<file path="config.mk">
export PLATFORM = sky130hd
export DESIGN_NAME = hdmi_pattern_gen
export DESIGN_NICKNAME = d
export VERILOG_FILES = /design/src/rtl/hdmi_video_pkg.sv /design/src/rtl/hdmi_timing_cnt.sv /design/src/rtl/hdmi_pattern_gen.sv
export SDC_FILE = /design/constraint.sdc
export NUM_CORES = 1
export LEC_CHECK = 0
export CORE_ASPECT_RATIO = 1.75
export CORE_MARGIN = 2
export CORE_UTILIZATION = 30
export DETAILED_ROUTE_END_ITERATION = 8
export PLACE_DENSITY_LB_ADDON = 0.05
export SLEW_MARGIN = 30
export SYNTH_ARGS = -nofsm -noshare
export SYNTH_HDL_FRONTEND = slang
export SYNTH_SLANG_ARGS = --single-unit
</file>
<file path="constraint.sdc">
create_clock -name hdmi_clk -period 6.1 [get_ports hdmi_clk]
set_input_delay 1.22 -clock hdmi_clk [delete_from_list [all_inputs] [get_ports hdmi_clk]]
set_output_delay 1.22 -clock hdmi_clk [all_outputs]
set_load 0.01 [all_outputs]
</file>
<file path="src/rtl/hdmi_video_pkg.sv">
// Shared raster defaults, pattern encodings and colours for the hdmi video source.
// Pure definitions: no logic, no latency, no flow control.
package hdmi_video_pkg;

    localparam int DEF_H_ACTIVE = 640;
    localparam int DEF_H_FP     = 16;
    localparam int DEF_H_SYNC   = 96;
    localparam int DEF_H_BP     = 48;
    localparam int DEF_V_ACTIVE = 480;
    localparam int DEF_V_FP     = 10;
    localparam int DEF_V_SYNC   = 2;
    localparam int DEF_V_BP     = 33;

    localparam int CNT_W = 10;

    typedef enum logic [1:0] {
        PAT_BARS  = 2'd0,
        PAT_GRAD  = 2'd1,
        PAT_CHECK = 2'd2,
        PAT_FRAME = 2'd3
    } pat_e;

    localparam logic [23:0] COL_WHITE   = 24'hFFFFFF;
    localparam logic [23:0] COL_YELLOW  = 24'hFFFF00;
    localparam logic [23:0] COL_CYAN    = 24'h00FFFF;
    localparam logic [23:0] COL_GREEN   = 24'h00FF00;
    localparam logic [23:0] COL_MAGENTA = 24'hFF00FF;
    localparam logic [23:0] COL_RED     = 24'hFF0000;
    localparam logic [23:0] COL_BLUE    = 24'h0000FF;
    localparam logic [23:0] COL_BLACK   = 24'h000000;

    function automatic int raster_total(input int active, input int fp, input int sync, input int bp);
        return active + fp + sync + bp;
    endfunction

    localparam int H_TOTAL = raster_total(DEF_H_ACTIVE, DEF_H_FP, DEF_H_SYNC, DEF_H_BP);
    localparam int V_TOTAL = raster_total(DEF_V_ACTIVE, DEF_V_FP, DEF_V_SYNC, DEF_V_BP);

    // Index 7 and anything past the last bar fall through to black.
    function automatic logic [23:0] bar_colour(input logic [CNT_W-1:0] idx);
        case (idx)
            10'd0:   return COL_WHITE;
            10'd1:   return COL_YELLOW;
            10'd2:   return COL_CYAN;
            10'd3:   return COL_GREEN;
            10'd4:   return COL_MAGENTA;
            10'd5:   return COL_RED;
            10'd6:   return COL_BLUE;
            default: return COL_BLACK;
        endcase
    endfunction

endpackage

</file>
<file path="src/rtl/hdmi_timing_cnt.sv">
// Raster h/v counters with active and sync decode; decode is combinational from counter state.
// enable low clears both counters on the next clock; no backpressure, free-running when enabled.
module hdmi_timing_cnt
    import hdmi_video_pkg::*;
#(
    parameter int H_ACTIVE = DEF_H_ACTIVE,
    parameter int H_FP     = DEF_H_FP,
    parameter int H_SYNC   = DEF_H_SYNC,
    parameter int H_BP     = DEF_H_BP,
    parameter int V_ACTIVE = DEF_V_ACTIVE,
    parameter int V_FP     = DEF_V_FP,
    parameter int V_SYNC   = DEF_V_SYNC,
    parameter int V_BP     = DEF_V_BP
) (
    input  logic             clk_i,
    input  logic             rst_ni,
    input  logic             enable_i,
    output logic [CNT_W-1:0] h_cnt_o,
    output logic [CNT_W-1:0] v_cnt_o,
    output logic             active_o,
    output logic             hs_n_o,
    output logic             vs_n_o,
    output logic             first_pix_o,
    output logic             vs_start_o
);

    localparam logic [CNT_W-1:0] H_LAST = CNT_W'(raster_total(H_ACTIVE, H_FP, H_SYNC, H_BP) - 1);
    localparam logic [CNT_W-1:0] V_LAST = CNT_W'(raster_total(V_ACTIVE, V_FP, V_SYNC, V_BP) - 1);
    localparam logic [CNT_W-1:0] HA     = CNT_W'(H_ACTIVE);
    localparam logic [CNT_W-1:0] VA     = CNT_W'(V_ACTIVE);
    localparam logic [CNT_W-1:0] HS_BEG = CNT_W'(H_ACTIVE + H_FP);
    localparam logic [CNT_W-1:0] HS_END = CNT_W'(H_ACTIVE + H_FP + H_SYNC);
    localparam logic [CNT_W-1:0] VS_BEG = CNT_W'(V_ACTIVE + V_FP);
    localparam logic [CNT_W-1:0] VS_END = CNT_W'(V_ACTIVE + V_FP + V_SYNC);

    logic [CNT_W-1:0] h_q, h_d, v_q, v_d;

    always_comb begin
        h_d = h_q;
        v_d = v_q;
        if (!enable_i) begin
            h_d = '0;
            v_d = '0;
        end else if (h_q == H_LAST) begin
            h_d = '0;
            v_d = (v_q == V_LAST) ? '0 : v_q + 1'b1;
        end else begin
            h_d = h_q + 1'b1;
        end
    end

    always_ff @(posedge clk_i or negedge rst_ni) begin
        if (!rst_ni) begin
            h_q <= '0;
            v_q <= '0;
        end else begin
            h_q <= h_d;
            v_q <= v_d;
        end
    end

    assign h_cnt_o     = h_q;
    assign v_cnt_o     = v_q;
    assign active_o    = (h_q < HA) && (v_q < VA);
    assign hs_n_o      = !((h_q >= HS_BEG) && (h_q < HS_END));
    assign vs_n_o      = !((v_q >= VS_BEG) && (v_q < VS_END));
    assign first_pix_o = (h_q == '0) && (v_q == '0);
    assign vs_start_o  = (h_q == '0) && (v_q == VS_BEG);

endmodule

</file>
<file path="src/rtl/hdmi_pattern_gen.sv">
// 640x480@60 video source with selectable test pattern; all outputs registered 1 clock after counter state.
// No backpressure; enable low idles outputs. Optional marker overlay under MARKER_OVERLAY_EN.
module hdmi_pattern_gen
    import hdmi_video_pkg::*;
#(
    parameter int H_ACTIVE = DEF_H_ACTIVE,
    parameter int H_FP     = DEF_H_FP,
    parameter int H_SYNC   = DEF_H_SYNC,
    parameter int H_BP     = DEF_H_BP,
    parameter int V_ACTIVE = DEF_V_ACTIVE,
    parameter int V_FP     = DEF_V_FP,
    parameter int V_SYNC   = DEF_V_SYNC,
    parameter int V_BP     = DEF_V_BP
) (
    input  logic             hdmi_clk,
    input  logic             hdmi_rst_n,
    input  logic             enable,
    input  logic [1:0]       pattern_sel,
`ifdef MARKER_OVERLAY_EN
    input  logic [CNT_W-1:0] marker_x,
    input  logic [CNT_W-1:0] marker_y,
    input  logic             marker_valid,
`endif
    output logic             hdmi_hs,
    output logic             hdmi_vs,
    output logic             hdmi_de,
    output logic [31:0]      hdmi_data,
    output logic [CNT_W-1:0] pix_x,
    output logic [CNT_W-1:0] pix_y,
    output logic [7:0]       frame_cnt,
    output logic             frame_start
);

    localparam logic [CNT_W-1:0] BAR_W = CNT_W'(H_ACTIVE / 8);

    logic [CNT_W-1:0] h_cnt, v_cnt;
    logic             active, hs_n, vs_n, first_pix, vs_start;

    hdmi_timing_cnt #(
        .H_ACTIVE (H_ACTIVE), .H_FP (H_FP), .H_SYNC (H_SYNC), .H_BP (H_BP),
        .V_ACTIVE (V_ACTIVE), .V_FP (V_FP), .V_SYNC (V_SYNC), .V_BP (V_BP)
    ) u_timing (
        .clk_i       (hdmi_clk),
        .rst_ni      (hdmi_rst_n),
        .enable_i    (enable),
        .h_cnt_o     (h_cnt),
        .v_cnt_o     (v_cnt),
        .active_o    (active),
        .hs_n_o      (hs_n),
        .vs_n_o      (vs_n),
        .first_pix_o (first_pix),
        .vs_start_o  (vs_start)
    );

    logic             hs_q, hs_d, vs_q, vs_d, de_q, de_d, fs_q, fs_d;
    logic [23:0]      rgb_q, rgb_d, pat_rgb, pix_rgb;
    logic [CNT_W-1:0] pix_x_q, pix_x_d, pix_y_q, pix_y_d;
    logic [7:0]       frame_cnt_q, frame_cnt_d;
    pat_e             pat_q, pat_d, pat_cur;

    // Pixel (0,0) already uses the newly selected pattern, so bypass the latch there.
    assign pat_cur = first_pix ? pat_e'(pattern_sel) : pat_q;

    always_comb begin
        pat_rgb = COL_BLACK;
        case (pat_cur)
            PAT_BARS:  pat_rgb = bar_colour(h_cnt / BAR_W);
            PAT_GRAD:  pat_rgb = {3{h_cnt[9:2]}};
            PAT_CHECK: pat_rgb = (h_cnt[5] ^ v_cnt[5]) ? COL_WHITE : COL_BLACK;
            PAT_FRAME: pat_rgb = {frame_cnt_q, 8'h00, ~frame_cnt_q};
            default:   pat_rgb = COL_BLACK;
        endcase
    end

`ifdef MARKER_OVERLAY_EN
    localparam int MK_W = CNT_W + 2;
    localparam logic signed [MK_W-1:0] RING = MK_W'(4);

    logic [CNT_W-1:0]        mk_x_q, mk_y_q, mk_x, mk_y;
    logic                    mk_vld_q, mk_vld;
    logic signed [MK_W-1:0]  dx, dy, adx, ady;
    logic                    on_ring;

    assign mk_x   = first_pix ? marker_x     : mk_x_q;
    assign mk_y   = first_pix ? marker_y     : mk_y_q;
    assign mk_vld = first_pix ? marker_valid : mk_vld_q;

    // Signed offsets keep a marker near an edge from wrapping onto the far side.
    assign dx      = $signed({2'b00, h_cnt}) - $signed({2'b00, mk_x});
    assign dy      = $signed({2'b00, v_cnt}) - $signed({2'b00, mk_y});
    assign adx     = dx[MK_W-1] ? -dx : dx;
    assign ady     = dy[MK_W-1] ? -dy : dy;
    assign on_ring = mk_vld && (adx <= RING) && (ady <= RING) && ((adx == RING) || (ady == RING));
    assign pix_rgb = on_ring ? COL_GREEN : pat_rgb;

    always_ff @(posedge hdmi_clk or negedge hdmi_rst_n) begin
        if (!hdmi_rst_n) begin
            mk_x_q   <= '0;
            mk_y_q   <= '0;
            mk_vld_q <= 1'b0;
        end else if (enable && first_pix) begin
            mk_x_q   <= marker_x;
            mk_y_q   <= marker_y;
            mk_vld_q <= marker_valid;
        end
    end
`else
    assign pix_rgb = pat_rgb;
`endif

    always_comb begin
        hs_d        = 1'b1;
        vs_d        = 1'b1;
        de_d        = 1'b0;
        fs_d        = 1'b0;
        rgb_d       = '0;
        pix_x_d     = '0;
        pix_y_d     = '0;
        frame_cnt_d = frame_cnt_q;
        pat_d       = pat_q;
        if (enable) begin
            hs_d    = hs_n;
            vs_d    = vs_n;
            de_d    = active;
            fs_d    = first_pix;
            pat_d   = pat_cur;
            pix_x_d = pix_x_q;
            pix_y_d = pix_y_q;
            if (active) begin
                rgb_d   = pix_rgb;
                pix_x_d = h_cnt;
                pix_y_d = v_cnt;
            end
            if (vs_start) frame_cnt_d = frame_cnt_q + 8'd1;
        end
    end

    always_ff @(posedge hdmi_clk or negedge hdmi_rst_n) begin
        if (!hdmi_rst_n) begin
            hs_q        <= 1'b1;
            vs_q        <= 1'b1;
            de_q        <= 1'b0;
            fs_q        <= 1'b0;
            rgb_q       <= '0;
            pix_x_q     <= '0;
            pix_y_q     <= '0;
            frame_cnt_q <= '0;
            pat_q       <= PAT_BARS;
        end else begin
            hs_q        <= hs_d;
            vs_q        <= vs_d;
            de_q        <= de_d;
            fs_q        <= fs_d;
            rgb_q       <= rgb_d;
            pix_x_q     <= pix_x_d;
            pix_y_q     <= pix_y_d;
            frame_cnt_q <= frame_cnt_d;
            pat_q       <= pat_d;
        end
    end

    assign hdmi_hs     = hs_q;
    assign hdmi_vs     = vs_q;
    assign hdmi_de     = de_q;
    assign hdmi_data   = {8'h00, rgb_q};
    assign pix_x       = pix_x_q;
    assign pix_y       = pix_y_q;
    assign frame_cnt   = frame_cnt_q;
    assign frame_start = fs_q;

endmodule

</file>
==> out/qor.txt, run 1 <==
reg2reg setup slack - 3.32 ns
I/O Pins - 69
first-pass GRT wire length - 15900 um
CTS Buf Count - 9
FFs w/ async S/R, synth - 1.00
CP Launch Point - enable
Crit. End Element - flop
peak supply drop - 0.000139 V
standard-cell rows - 53
Clock transition at path regs - 0.06 ns
post-synthesis sequential area ratio - 0.524
worst setup margin - 3.09 ns
Clock power frac - 0.431
Core ar. - 12100 sq um
Die Wd - 88.3 um
CTS tree - built
sequential share of power - 0.421
IO buf count - 60
reg2reg start - u_timing.v_cnt_o[5]
Syn Inst Count - 366
flops & latches, synth - 78
Hold Buf Count CTS - 0
post-route antenna net violation count - 0
Synth Flop Type - dfrtp_1
cell chain of the critical path - clkdlybuf4s50_1, nand3_1, or4_1, nor3_2, mux2_2
synth unique cells - 57
All-Layer GR Usage - 0.156
Setup violations, final - 0
Area Growth Syn to Fin - 27.6%
CP max FO - 8
area leader, netlist - dfrtp_1
Max-Cap Viols - 0
DRT iter0 DRCs - 160
clock buffer depth - 2
Critical Path Sink - frame_cnt[1]
H-tree depth - 3
Tcrit/Tclk final - 0.493
pre-CTS setup slack - 2.56 ns
CP max stage delay - 0.62 ns
end of the worst register-to-register path - rgb_q[7]
die span in y - 152 um
CP bufs+invs - 1
synthesized cell area - 3730 sq um
CTS Root Cell - clkbuf_16
HP Class - reg2reg
CP Class - in2reg
die area - 13400 sq um
# clock sinks - 78
delay-heaviest family, CP - simple AND/OR/NAND/NOR gates
initial antenna violation count - 0
Comb power frac - 0.148
drt drc - 0
Synthesis Warnings - 0
Int Power - 1.02 mW
worst rel slew slack - 0.520
# nets final - 425
Worst Skew - 0.00700 ns
share of cells above drive strength 1 - 0.0786
post-CTS setup buffer count - 0
Vias - 2867
final slew viol count - 0
number of fill cells - 1243
Synth Area per Inst - 10.2 sq um
critical path arrival - 3.24 ns
switching power - 336 uW
RePlAce Congestion - 0.756
Worst-Skew Late Latency - 0.34 ns
DP HPWL - 6790 um
Sw Share - 0.248
crit path max-delay cell type - clkdlybuf4s50_1
minimum clock period - 3.01 ns
TritonRoute pass-1 iters - 4
cell count of the worst reg-to-reg path - 6
WL per Instance - 16.5 um
number of global-route vias before repair - 2861
Cell Pwr Density - 284 nW/um^2
n_diodes - 0
CP Launch Type - input port
Slew @ Worst Pin - 0.714 ns
P_leak - 2.01 nW
Worst path depth - 5
Area contributors post-synth - dfrtp_1 51%, a22o_1 4.5%, nand2_1 3.3%
via/cell ratio - 4.90
Hold Fails Final Rpt - 0
outcome - complete, no violations
Required @ worst endpoint - 6.33 ns
largest net degree at the start of global routing - 79
Synth top area share - 0.510
TNS Setup - 0 ns
total wire length - 9660 um
number of synthesized flops with an enable pin - 0
Initial Utilization - 0.309
cts repair resizes - 0
Max Freq - 332 MHz
RSZ-0062 raised after global routing - false
total grt overflow - 0
## worst min path at each step
stage / from / end / slack [ns] / depth (start not counted)
floorplan: u_timing.h_cnt_o[0] / u_timing.h_cnt_o[0] / 0.49 / 1
global placement: pix_y[9] / pix_y[9] / 0.47 / 1
detailed placement: pix_y[9] / pix_y[9] / 0.48 / 1
CTS: pix_y[9] / pix_y[9] / 0.49 / 1
global route: pix_y[3] / pix_y[3] / 0.52 / 1
finish: pix_y[9] / pix_y[9] / 0.49 / 1
## stage by stage
step                      cells  hold slack [ns]  instance area (sq um)  power (mW)  utilization
after floorplan             373            0.494                   3760       0.688            -
after global placement      569            0.472                   4430       0.780        0.367
after detailed placement    569            0.477                   4430       0.783        0.367
after CTS                   585            0.492                   4750        1.37        0.394
after global routing        585            0.519                   4760        1.41        0.394
final                       585            0.490                   4760        1.35        0.394
## sequential cells by signal, indices dropped and copies added, names as in the netlist
register and cells:
pix_y 10, hdmi_vs 1, frame_start 1, u_timing.h_cnt_o 10, rgb_q 24, pix_x 10, frame_cnt 8, pat_q 2
u_timing.v_cnt_o 10, hdmi_de 1, hdmi_hs 1
## worst reg2reg max path: stages (launching register included)
cell     delay (ns)
dfrtp_1        0.53
or4_4          0.50
or3_4          0.42
nor3_4         0.24
or2_1          0.51
mux2_1         0.38
a21oi_1        0.14
## metal layers
| metal | track usage | wire, um | up-vias |
|---|---|---|---|
| met4 | 0.0553 | 161 | 0 |
| li1 | - | - | 1377 |
| met5 | 0 | 0 | - |
| met3 | 0.0276 | 338 | 11 |
| met1 | 0.188 | 3920 | 1406 |
| met2 | 0.275 | 5240 | 73 |
## cell type report
cell class	instances	area (sq um)	area share
Tap cell	165	206	0.0434
Clock buffer	11	243	0.0510
Clock inverter	5	82.6	0.0173
Timing Repair Buffer	62	617	0.130
Multi-Input combinational cell	250	1610	0.337
Sequential cell	78	1950	0.411
Inverter	14	52.6	0.0110
## placed cells by master (no fill, tap or decap), drive strengths merged, types with 12 or more instances in the layout
master         count
nand3             12
xnor2             14
clkdlybuf4s50     59
nand2             33
inv               15
nor2              28
a21oi             15
dfrtp             76
a22o              19
a31oi             13
o21ai             16
## power groups by stage
stage / Combinational [mW] / Clock, mW / Sequential (mW)
floorplan: 0.0950 / 0 / 0.593
global placement: 0.199 / 0 / 0.581
detailed placement: 0.203 / 0 / 0.579
global route: 0.223 / 0.619 / 0.574
finish: 0.201 / 0.582 / 0.570
CTS: 0.204 / 0.597 / 0.570
## logic make-up after synthesis
group,synth area share
simple gates,0.187
compound gates,0.152
flops,0.524
buf+inv,0.0560
xor+xnor,0.0423
fa+ha+maj,0.0195
mux,0.0184
other cells,0.00101
## synthesized netlist by cell type, drive strengths merged, types with 2 or more instances
cell type and number:
nor2 28, and2 2, xnor2 14, mux2 4
nand2b 11, a22o 19, dfstp 2, nor3 8
o41ai 2, nor2b 3, dfrtp 76, a31oi 13
ha 5, mux2i 2, xor2 4, clkbuf 19
a21o 2, nor3b 2, nand2 33, or3 2
a21oi 15, nand4 7, buf 12, or2 2
o21ai 16, o21a 2, or4 4, nor4 2
and3 7, o31ai 2, nand3 12, inv 14
nor4b 3, o22ai 4
(Power assumes the default switching activity.)
==> run 2, diff against run 1 <==
==> constraint.sdc (replaced) <==
create_clock -name hdmi_clk -period 2.9 [get_ports hdmi_clk]
set_input_delay 0.58 -clock hdmi_clk [delete_from_list [all_inputs] [get_ports hdmi_clk]]
set_output_delay 0.58 -clock hdmi_clk [all_outputs]
set_load 0.01 [all_outputs]
==> out/qor.txt, run 2 (synthesis results as in run 1) <==
Hold Fails Final Rpt - 0 (unchanged)
n_diodes - 0 (unchanged)
DR top layer - met4 (unchanged)
end of the worst register-to-register path - rgb_q[18] (was rgb_q[7])
total wire length - 9830 um (was 9660 um)
CTS Buf Count - 9 (unchanged)
post-CTS setup buffer count - 0 (unchanged)
HP Class - in2async (was reg2reg)
standard-cell rows - 53 (unchanged)
RePlAce Congestion - 0.800 (was 0.756)
cts repair resizes - 0 (unchanged)
RSZ-0062 raised after global routing - false (unchanged)
clock buffer depth - 2 (unchanged)
share of cells above drive strength 1 - 0.108 (was 0.0786)
Area Growth Syn to Fin - 29.2% (was 27.6%)
Crit. End Element - flop (unchanged)
Worst Skew - 0.00614 ns (was 0.00700 ns)
met1 WL - 3830 um (was 3920 um)
cell count of the worst reg-to-reg path - 6 (unchanged)
outcome - complete, no violations (unchanged)
largest net degree at the start of global routing - 46 (was 79)
Max Freq - 376 MHz
Cell Pwr Density - 554 nW/um^2 (was 284 nW/um^2)
H-tree depth - 3 (unchanged)
Met2 Routed Length - 5280 um (was 5240 um)
initial antenna violation count - 0 (unchanged)
DR WL met3 - 377 um (was 338 um)
peak supply drop - 0.000278 V (was 0.000139 V)
# clock sinks - 78 (unchanged)
Core ar. - 12100 sq um (unchanged)
TritonRoute pass-1 iters - 4 (unchanged)
first-pass GRT wire length - 15800 um (was 15900 um)
Setup violations, final - 0 (unchanged)
P_leak - 2.05 nW (was 2.01 nW)
die area - 13400 sq um (unchanged)
minimum clock period - 2.66 ns
Clock transition at path regs - 0.06 ns (about the same)
critical path arrival - 2.86 ns (was 3.24 ns)
leading cell type in the layout, fill and taps excluded - dfrtp_1 (unchanged)
number of fill cells - 1248 (was 1243)
post-route antenna net violation count - 0 (unchanged)
CP Launch Point - u_timing.v_cnt_o[6] (was enable)
IO buf count - 60 (unchanged)
Biggest register - rgb_q (unchanged)
Finished Core Util - 0.399 (was 0.394)
Initial Utilization - 0.309 (unchanged)
Die Wd - 88.3 um (unchanged)
dpl cell area - 4540 sq um (was 4430 sq um)
final slew viol count - 0 (unchanged)
reg2reg setup slack - 0.24 ns (was 3.32 ns)
via/cell ratio - 4.89 (was 4.90)
TNS Setup - 0 ns (unchanged)
max FFs per register - 24 (unchanged)
Slew @ Worst Pin - 0.533 ns (was 0.714 ns)
I/O Pins - 69 (unchanged)
WL per Instance - 16.4 um (was 16.5 um)
CP Launch Type - flop (was input port)
most frequent cells in the layout - 76 x dfrtp_1, 59 x clkdlybuf4s50_1, 33 x nand2_1 (unchanged)
Max-Cap Viols - 0 (unchanged)
drt drc - 0 (unchanged)
number of global-route vias before repair - 2902 (was 2861)
Vias - 2929 (was 2867)
CP Class - reg2reg (was in2reg)
total grt overflow - 0 (unchanged)
worst rel slew slack - 0.642 (was 0.520)
Final Hold Slack - 0.198 ns (was 0.490 ns)
reg2reg start - u_timing.v_cnt_o[6] (was u_timing.v_cnt_o[5])
dpl cells - 583 (was 569)
pre-CTS setup slack - 0.262 ns (was 2.56 ns)
Worst-Skew Late Latency - 0.34 ns (about the same)
# nets final - 439 (was 425)
DP HPWL - 7240 um (was 6790 um)
final cell count without fillers - 599 (was 585)
Tcrit/Tclk final - 0.918
DRT iter0 DRCs - 126 (was 160)
Final Cell Area - 4820 sq um (was 4760 sq um)
CP max FO - 19 (was 8)
worst setup margin - 0.238 ns (was 3.09 ns)
CTS tree - built (unchanged)
die span in y - 152 um (unchanged)
CTS Root Cell - clkbuf_16 (unchanged)
Hold Buf Count CTS - 0 (unchanged)
All-Layer GR Usage - 0.158 (was 0.156)
Required @ worst endpoint - 3.09 ns (was 6.33 ns)
total power - 2.67 mW (was 1.35 mW)
## run 2: worst max path at each step
stage | end | cells after the start
2_1_floorplan | rgb_q[16] | 6
3_3_place_gp | rgb_q[22] | 6
3_5_place_dp | rgb_q[19] | 6
4_1_cts | rgb_q[18] | 6
5_1_grt | rgb_q[18] | 6
6_report | rgb_q[18] | 6
## run 2: metal layers
| layer | vias to the layer above | track usage |
|---|---|---|
| li1 | 1400 | - |
| met1 | 1436 | 0.176 |
| met2 | 77 | 0.282 |
| met3 | 16 | 0.0358 |
| met4 | 0 | 0.0712 |
| met5 | - | 0 |
## run 2: worst max-delay path: stages, from the launching register on
cell and delay (ns):
dfrtp_1 0.44, or4_4 0.57, or3_4 0.42, nor2_4 0.17, mux2_4 0.42, o221ai_2 0.39
a31oi_1 0.10
## run 2: where the power goes
part | internal (mW) | switching [mW]
sequential | 1.16 | 0.0309
combinational | 0.206 | 0.229
clock | 0.601 | 0.442
## run 2: layout make-up
cell class | instances | area [sq um] | area share
inverter | 14 | 52.6 | 0.0109
sequential | 78 | 1950 | 0.405
clock buffer | 11 | 243 | 0.0504
clock inverter | 5 | 35.0 | 0.00727
multi-input combinational | 250 | 1600 | 0.332
timing repair buffer | 76 | 731 | 0.152
tap | 165 | 206 | 0.0428
==> run 3, diff against run 2 <==
==> constraint.sdc (replaced) <==
create_clock -name hdmi_clk -period 2.9 [get_ports hdmi_clk]
set_input_delay 0.58 -clock hdmi_clk [delete_from_list [all_inputs] [get_ports hdmi_clk]]
set_output_delay 0.58 -clock hdmi_clk [all_outputs]
set_load 0.005 [all_outputs]
==> results of run 3 <==
Same layout as run 2 (identical final DEF). Status: complete, no violations.
Among the figures that moved: total power 2.67 mW -> 2.64 mW
